**src/rtl/udp_csum_finalize_if.sv**
```systemverilog
// Header stream interface between udp_csum_finalize and the header inserter.
//   hdr_data   64  {src_port, dst_port, udp_len, checksum}
//   hdr_valid   1  hdr_data valid; held until accepted
//   hdr_ready   1  sink accepts hdr_data when hdr_valid=1
// Modports: master = header producer, slave = header consumer.
interface udp_csum_finalize_if;
  logic [63:0] hdr_data;
  logic        hdr_valid;
  logic        hdr_ready;

  modport master (output hdr_data, output hdr_valid, input hdr_ready);
  modport slave  (input hdr_data, input hdr_valid, output hdr_ready);
endinterface

```
**src/rtl/udp_csum_finalize.sv**
```systemverilog
// udp_csum_finalize
// Folds the IPv4 pseudo-header and UDP header words into a payload one's-complement
// sum, one word per cycle, and emits the final 64-bit UDP header
// {src_port, dst_port, udp_len, checksum} over a valid/ready stream.
// Optional feature macro: CSUM_BYPASS_EN (adds csum_bypass input; checksum forced to 0).
// Ports:
//   clk, rst           clock; synchronous active-high reset
//   payload_sum        folded payload one's-complement sum
//   payload_sum_valid  1-cycle request strobe; header fields valid with it
//   src_ip, dst_ip     IPv4 addresses
//   src_port, dst_port UDP ports
//   udp_len            UDP length in bytes
//   csum_bypass        (CSUM_BYPASS_EN only) send checksum 16'h0000
//   hdr                header stream (master modport)
//   busy               1 whenever not IDLE
//   drop_cnt           saturating count of strobes discarded while busy
module udp_csum_finalize #(
  parameter logic [7:0] PROTO      = 8'h11,
  parameter int         DROP_CNT_W = 8
) (
  input  logic                  clk,
  input  logic                  rst,
  input  logic [15:0]           payload_sum,
  input  logic                  payload_sum_valid,
  input  logic [31:0]           src_ip,
  input  logic [31:0]           dst_ip,
  input  logic [15:0]           src_port,
  input  logic [15:0]           dst_port,
  input  logic [15:0]           udp_len,
`ifdef CSUM_BYPASS_EN
  input  logic                  csum_bypass,
`endif
  udp_csum_finalize_if.master   hdr,
  output logic                  busy,
  output logic [DROP_CNT_W-1:0] drop_cnt
);

  typedef enum logic [1:0] {IDLE, ACC, OUT} state_t;

  state_t      state, state_next;
  logic [3:0]  idx;
  logic [15:0] acc;
  logic [31:0] src_ip_l, dst_ip_l;
  logic [15:0] src_port_l, dst_port_l, udp_len_l;
  logic        bypass_l;
  logic [63:0] hdr_data_r;
  logic        hdr_valid_r;
  logic [15:0] word;
  logic [15:0] acc_next;
  logic [15:0] csum;

  // 16-bit one's-complement add with end-around carry. Both operands are at most
  // 16'hFFFF, so the carry re-add cannot overflow again.
  function automatic logic [15:0] ones_add(input logic [15:0] a, input logic [15:0] b);
    logic [16:0] s;
    s = {1'b0, a} + {1'b0, b};
    return s[15:0] + {15'b0, s[16]};
  endfunction

  // Transmitted checksum: complement of the total sum, with zero mapped to FFFF
  // because 0000 means "no checksum" in UDP over IPv4.
  function automatic logic [15:0] final_csum(input logic [15:0] sum, input logic byp);
    logic [15:0] c;
    c = ~sum;
    if (c == 16'h0000) c = 16'hFFFF;
    if (byp) c = 16'h0000;
    return c;
  endfunction

  assign busy          = (state != IDLE);
  assign hdr.hdr_data  = hdr_data_r;
  assign hdr.hdr_valid = hdr_valid_r;

  // Word sequence; the checksum field itself contributes 0 and is skipped.
  always_comb begin
    word = 16'h0000;
    case (idx)
      4'd0:    word = src_ip_l[31:16];
      4'd1:    word = src_ip_l[15:0];
      4'd2:    word = dst_ip_l[31:16];
      4'd3:    word = dst_ip_l[15:0];
      4'd4:    word = {8'h00, PROTO};
      4'd5:    word = udp_len_l;
      4'd6:    word = src_port_l;
      4'd7:    word = dst_port_l;
      4'd8:    word = udp_len_l;
      default: word = 16'h0000;
    endcase
  end

  assign acc_next = ones_add(acc, word);
  assign csum     = final_csum(acc_next, bypass_l);

  always_comb begin
    state_next = state;
    case (state)
      IDLE:    if (payload_sum_valid) state_next = ACC;
      ACC:     if (idx == 4'd8) state_next = OUT;
      OUT:     if (hdr_valid_r && hdr.hdr_ready) state_next = IDLE;
      default: state_next = IDLE;
    endcase
  end

  always_ff @(posedge clk) begin
    if (rst) state <= IDLE;
    else     state <= state_next;
  end

  always_ff @(posedge clk) begin
    if (rst) begin
      acc         <= 16'h0000;
      idx         <= 4'd0;
      hdr_data_r  <= 64'h0;
      hdr_valid_r <= 1'b0;
      src_ip_l    <= 32'h0;
      dst_ip_l    <= 32'h0;
      src_port_l  <= 16'h0;
      dst_port_l  <= 16'h0;
      udp_len_l   <= 16'h0;
      bypass_l    <= 1'b0;
    end else begin
      case (state)
        IDLE: begin
          if (payload_sum_valid) begin
            src_ip_l   <= src_ip;
            dst_ip_l   <= dst_ip;
            src_port_l <= src_port;
            dst_port_l <= dst_port;
            udp_len_l  <= udp_len;
`ifdef CSUM_BYPASS_EN
            bypass_l   <= csum_bypass;
`else
            bypass_l   <= 1'b0;
`endif
            acc        <= payload_sum;
            idx        <= 4'd0;
          end
        end
        ACC: begin
          acc <= acc_next;
          idx <= idx + 4'd1;
          // Last word: the header is built from the sum including this word.
          if (idx == 4'd8) begin
            hdr_data_r  <= {src_port_l, dst_port_l, udp_len_l, csum};
            hdr_valid_r <= 1'b1;
          end
        end
        OUT: begin
          if (hdr_valid_r && hdr.hdr_ready) hdr_valid_r <= 1'b0;
        end
        default: ;
      endcase
    end
  end

  // Requests arriving while busy are lost; count them, saturating at all-ones.
  always_ff @(posedge clk) begin
    if (rst)
      drop_cnt <= '0;
    else if (busy && payload_sum_valid && (drop_cnt != {DROP_CNT_W{1'b1}}))
      drop_cnt <= drop_cnt + 1'b1;
  end

endmodule
```
**src/flat_wrapper.sv**
```systemverilog
// flat-port wrapper written by rule: the top's interface ports become plain ports
module udp_csum_finalize_flat 
#(
  parameter logic [7:0] PROTO      = 8'h11,
  parameter int         DROP_CNT_W = 8
)
  (clk, rst, payload_sum, payload_sum_valid, src_ip, dst_ip, src_port, dst_port, udp_len, busy, drop_cnt, hdr_hdr_data, hdr_hdr_valid, hdr_hdr_ready);
  udp_csum_finalize_if hdr_i ();
  input  logic clk;
  input  logic rst;
  input  logic [15:0] payload_sum;
  input  logic payload_sum_valid;
  input  logic [31:0] src_ip;
  input  logic [31:0] dst_ip;
  input  logic [15:0] src_port;
  input  logic [15:0] dst_port;
  input  logic [15:0] udp_len;
  output logic busy;
  output logic [DROP_CNT_W-1:0] drop_cnt;
  output wire logic [$bits(hdr_i.hdr_data)-1:0] hdr_hdr_data;
  output wire logic [$bits(hdr_i.hdr_valid)-1:0] hdr_hdr_valid;
  input wire logic [$bits(hdr_i.hdr_ready)-1:0] hdr_hdr_ready;
  assign hdr_hdr_data = hdr_i.hdr_data;
  assign hdr_hdr_valid = hdr_i.hdr_valid;
  assign hdr_i.hdr_ready = hdr_hdr_ready;
  udp_csum_finalize #(.PROTO(PROTO), .DROP_CNT_W(DROP_CNT_W)) u_core (.clk(clk), .rst(rst), .payload_sum(payload_sum), .payload_sum_valid(payload_sum_valid), .src_ip(src_ip), .dst_ip(dst_ip), .src_port(src_port), .dst_port(dst_port), .udp_len(udp_len), .hdr(hdr_i), .busy(busy), .drop_cnt(drop_cnt));
endmodule
```
**config.mk**
```make
export PLATFORM = sky130hd
export DESIGN_NAME = udp_csum_finalize_flat
export DESIGN_NICKNAME = d
export VERILOG_FILES = /design/src/rtl/udp_csum_finalize_if.sv /design/src/rtl/udp_csum_finalize.sv /design/src/flat_wrapper.sv
export SDC_FILE = /design/constraint.sdc
export NUM_CORES = 1
export LEC_CHECK = 0
export BUFFER_PORTS_ARGS = -buffer_cell sky130_fd_sc_hd__buf_2
export CORE_MARGIN = 2
export CORE_UTILIZATION = 54
export DETAILED_ROUTE_END_ITERATION = 6
export PLACE_DENSITY = 0.8
export SETUP_SLACK_MARGIN = 0.02
export SLEW_MARGIN = 20
export SYNTH_ARGS = -nofsm -noshare
export SYNTH_HDL_FRONTEND = slang
export SYNTH_SLANG_ARGS = --single-unit
```
**constraint.sdc**
```tcl
create_clock -name clk -period 5.97 [get_ports clk]
set_input_delay 1.194 -clock clk [delete_from_list [all_inputs] [get_ports clk]]
set_output_delay 1.194 -clock clk [all_outputs]
set_load 0.02 [all_outputs]
```
==> impl_metrics.json <==
{
  "antenna_left": 0,
  "clock_latency_ps": 520,
  "synth_edf_count": 0,
  "synth_fa_ha_area_share_pct": 3.33,
  "r2r_setup_slack_ps": 360,
  "fin_area_sq_um": 11300,
  "clk_pin_slew_ps": 60,
  "nets": 1492,
  "vias": 9039,
  "synth.avg_cell_area_sq_um": 7.94,
  "drive_gt1_share_pct": 23.0,
  "grt_max_degree": 85,
  "start_util_pct": 55.6,
  "fp.dieH_um": 135,
  "max_stage_delay_ps": 480,
  "synth_cell_type_count": 69,
  "rr_startpoint": "u_core.idx[0]",
  "cts_root_buffer": "clkbuf_16",
  "crit_fanout": 15,
  "final_common_cell": "nand2_1",
  "synth_cells": 1165,
  "ys_seq_area_share_pct": 44.8,
  "grt_pass1_vias": 8197,
  "pwr_density_cell_nw_per_um2": 296,
  "clkSinkCount": 207,
  "outcome": "finished clean",
  "clock_power_share_pct": 42.5,
  "via_per_inst": 5.76,
  "hpwl_um": 20300,
  "hold_path_class": "reg2reg",
  "synth_area_sq_um": 9250,
  "row_count": 47,
  "wl_per_cell_um": 18.1,
  "finalSetupViolations": 0,
  "vdd_drop_max_mv": 0.278,
  "hp-start": "u_core.hdr.hdr_data[59]",
  "synth_seq_cells": 207,
  "overflow": 0,
  "slew_viol_final": 0,
  "cap_violations": 0,
  "fin_ws_ps": 360,
  "crit_required_ps": 6390,
  "die_w_um": 135,
  "ctsHtreeMaxLevel": 1,
  "p_seq_share_pct": 44.7,
  "grt_usage_pct": 30.1,
  "yosys.area_share.simple_pct": 22.7,
  "synth_xor_area_share_pct": 2.72,
  "cts_tree": "done",
  "drc": 0,
  "swShare_pct": 26.5,
  "clock.fmax_mhz": 178,
  "fin_crit_ps": 5610,
  "die_area_sq_um": 18200,
  "end_kind": "flop",
  "pre_cts_slack_ps": -133,
  "fin_util_pct": 68.0,
  "layout_common_cells": "nand2_1, buf_2, dfxtp_1",
  "cts_made_buffers": 22,
  "drt_iter0_markers": 954,
  "grt_pass1_wl_um": 43300,
  "cts_buffer_depth": 3,
  "start_kind": "flop",
  "cp_slowest_cell": "or3_4",
  "synth_nets": 1321,
  "design.core.area_sq_um": 16600,
  "synth_top_family_by_area": "simple AND/OR/NAND/NOR gates",
  "port_buffers": 205,
  "worstMarginPinSlew_ps": 999,
  "synth-compound-area-share_pct": 22.4,
  "whs_ps": 451,
  "r2r-end": "u_core.hdr.hdr_data[6]",
  "finalHoldViolCount": 0,
  "r2r_cells": 26,
  "setup_tns_ps": 0,
  "area_growth_syn_to_layout_pct": 22.4,
  "first_pass_iters": 6,
  "async_reset_ff_share_pct": 0,
  "antenna_found_initial": 0,
  "synth-main-ff-cell": "dfxtp_1",
  "muxShareOfSynthArea_pct": 0.217,
  "hold_depth": 2,
  "n_fill_cell": 1415,
  "arrival_ps": 6030,
  "hold_end": "u_core.hdr.hdr_data[59]",
  "ys_warn_count": 0,
  "combPwrFrac_pct": 12.7,
  "leakage_nw": 4.66,
  "p_int_w": 0.00246,
  "fin_skew_ps": 18.5,
  "critical_path_class": "reg2reg",
  "io_pins": 206,
  "finalCritPeriodShare_pct": 94.0,
  "place_area_sq_um": 10400,
  "insertedDiodeCount": 0,
  "switching_power_w": 0.000889,
  "routabilityCongestion": 0.943,
  "wl_um": 28400,
  "relSlewSlack_pct": 33.4
}
stage by stage:
stage	instances	power, W
6_report	1570	0.00335
5_1_grt	1570	0.00345
4_1_cts	1563	0.00333
3_5_place_dp	1522	0.00192
3_3_place_gp	1522	0.00192
2_1_floorplan	1165	0.00177
timing repair:
item                       4_1_cts  5_1_grt
setup endpoints to repair       14       17
hold buffers                     0        0
buffers inserted                 3        7
pin swaps                        0       12
resized for setup                1       23
worst max-delay path by stage:
stage	cells past startpoint	to	slack [ps]	from
floorplan	28	u_core.hdr.hdr_data[10]	530	u_core.idx[0]
detailed placement	25	u_core.hdr.hdr_data[0]	-130	u_core.idx[0]
global route	26	u_core.hdr.hdr_data[6]	-40	u_core.idx[0]
finish	26	u_core.hdr.hdr_data[6]	360	u_core.idx[0]
global placement	25	u_core.hdr.hdr_data[7]	130	u_core.idx[0]
CTS	26	u_core.hdr.hdr_data[6]	90	u_core.idx[0]
power groups by stage:
stage / combinational, W / sequential, W / clock, W
2_1_floorplan: 0.000271 / 0.00149 / 0
3_3_place_gp: 0.000397 / 0.00152 / 0
3_5_place_dp: 0.000399 / 0.00152 / 0
4_1_cts: 0.000404 / 0.00149 / 0.00143
5_1_grt: 0.000463 / 0.00150 / 0.00148
6_report: 0.000426 / 0.00150 / 0.00142
registers in the layout (all words and copies together), names as in the netlist:
signal	count
u_core.idx	4
u_core.drop_cnt	8
u_core.dst_ip_l	32
u_core.src_ip_l	32
u_core.state	2
u_core.acc	16
u_core.hdr.hdr_data	64
u_core.dst_port_l	16
u_core.udp_len_l	16
u_core.src_port_l	16
u_core.hdr.hdr_valid	1
worst max-delay path: cells and delay by family, from the launching register on:
family / cells / cell delay (ps)
adder cells (fa/ha/maj): 4 / 910
buffers and inverters: 3 / 460
XOR/XNOR: 1 / 190
AO/OA/AOI/OAI: 9 / 1580
flip-flops: 1 / 380
AND/OR/NAND/NOR: 9 / 1990
area by class of cell:
| cell class | count | area (sq um) | area share [%] |
|---|---|---|---|
| Clock buffer | 31 | 624 | 5.51 |
| Sequential cell | 207 | 4150 | 36.6 |
| Tap cell | 220 | 275 | 2.43 |
| Timing Repair Buffer | 231 | 1230 | 10.9 |
| Multi-Input combinational cell | 864 | 4880 | 43.1 |
| Inverter | 10 | 37.5 | 0.332 |
| Clock inverter | 7 | 129 | 1.14 |
kinds of logic after synthesis:
family	Yosys count
and+or+nand+nor	492
AOI/OAI and AO/OA	319
DFF	207
buffers and inverters	94
xor gates and xnor gates	27
adders and majority gates	24
muxes	2
per-layer routing:
metal	vias to the layer above	part of all wire [%]	global-route usage [%]
met1	4220	43	42.6
met3	42	8.8	5.48
met2	399	46	47.4
met5	-	0	0
li1	4378	-	-
met4	0	2.1	8.07
synthesized netlist by cell type (all sizes together) (5+ instances only):
library cell	count	area share (%)
nor3	8	0.43
a222oi	16	1.7
nand2	356	14
clkbuf	81	3.3
and3	5	0.34
and2	7	0.47
xor2	11	1.1
a21oi	193	10
inv	10	0.41
o21a	6	0.49
o21ai	12	0.65
nand3	29	1.6
ha	23	3.1
nor2	46	1.9
xnor2	16	1.6
or3	6	0.41
a311oi	18	2.4
a22oi	42	3.4
dfxtp	207	45
or2	6	0.41
Power figures use the tool's default switching activity.
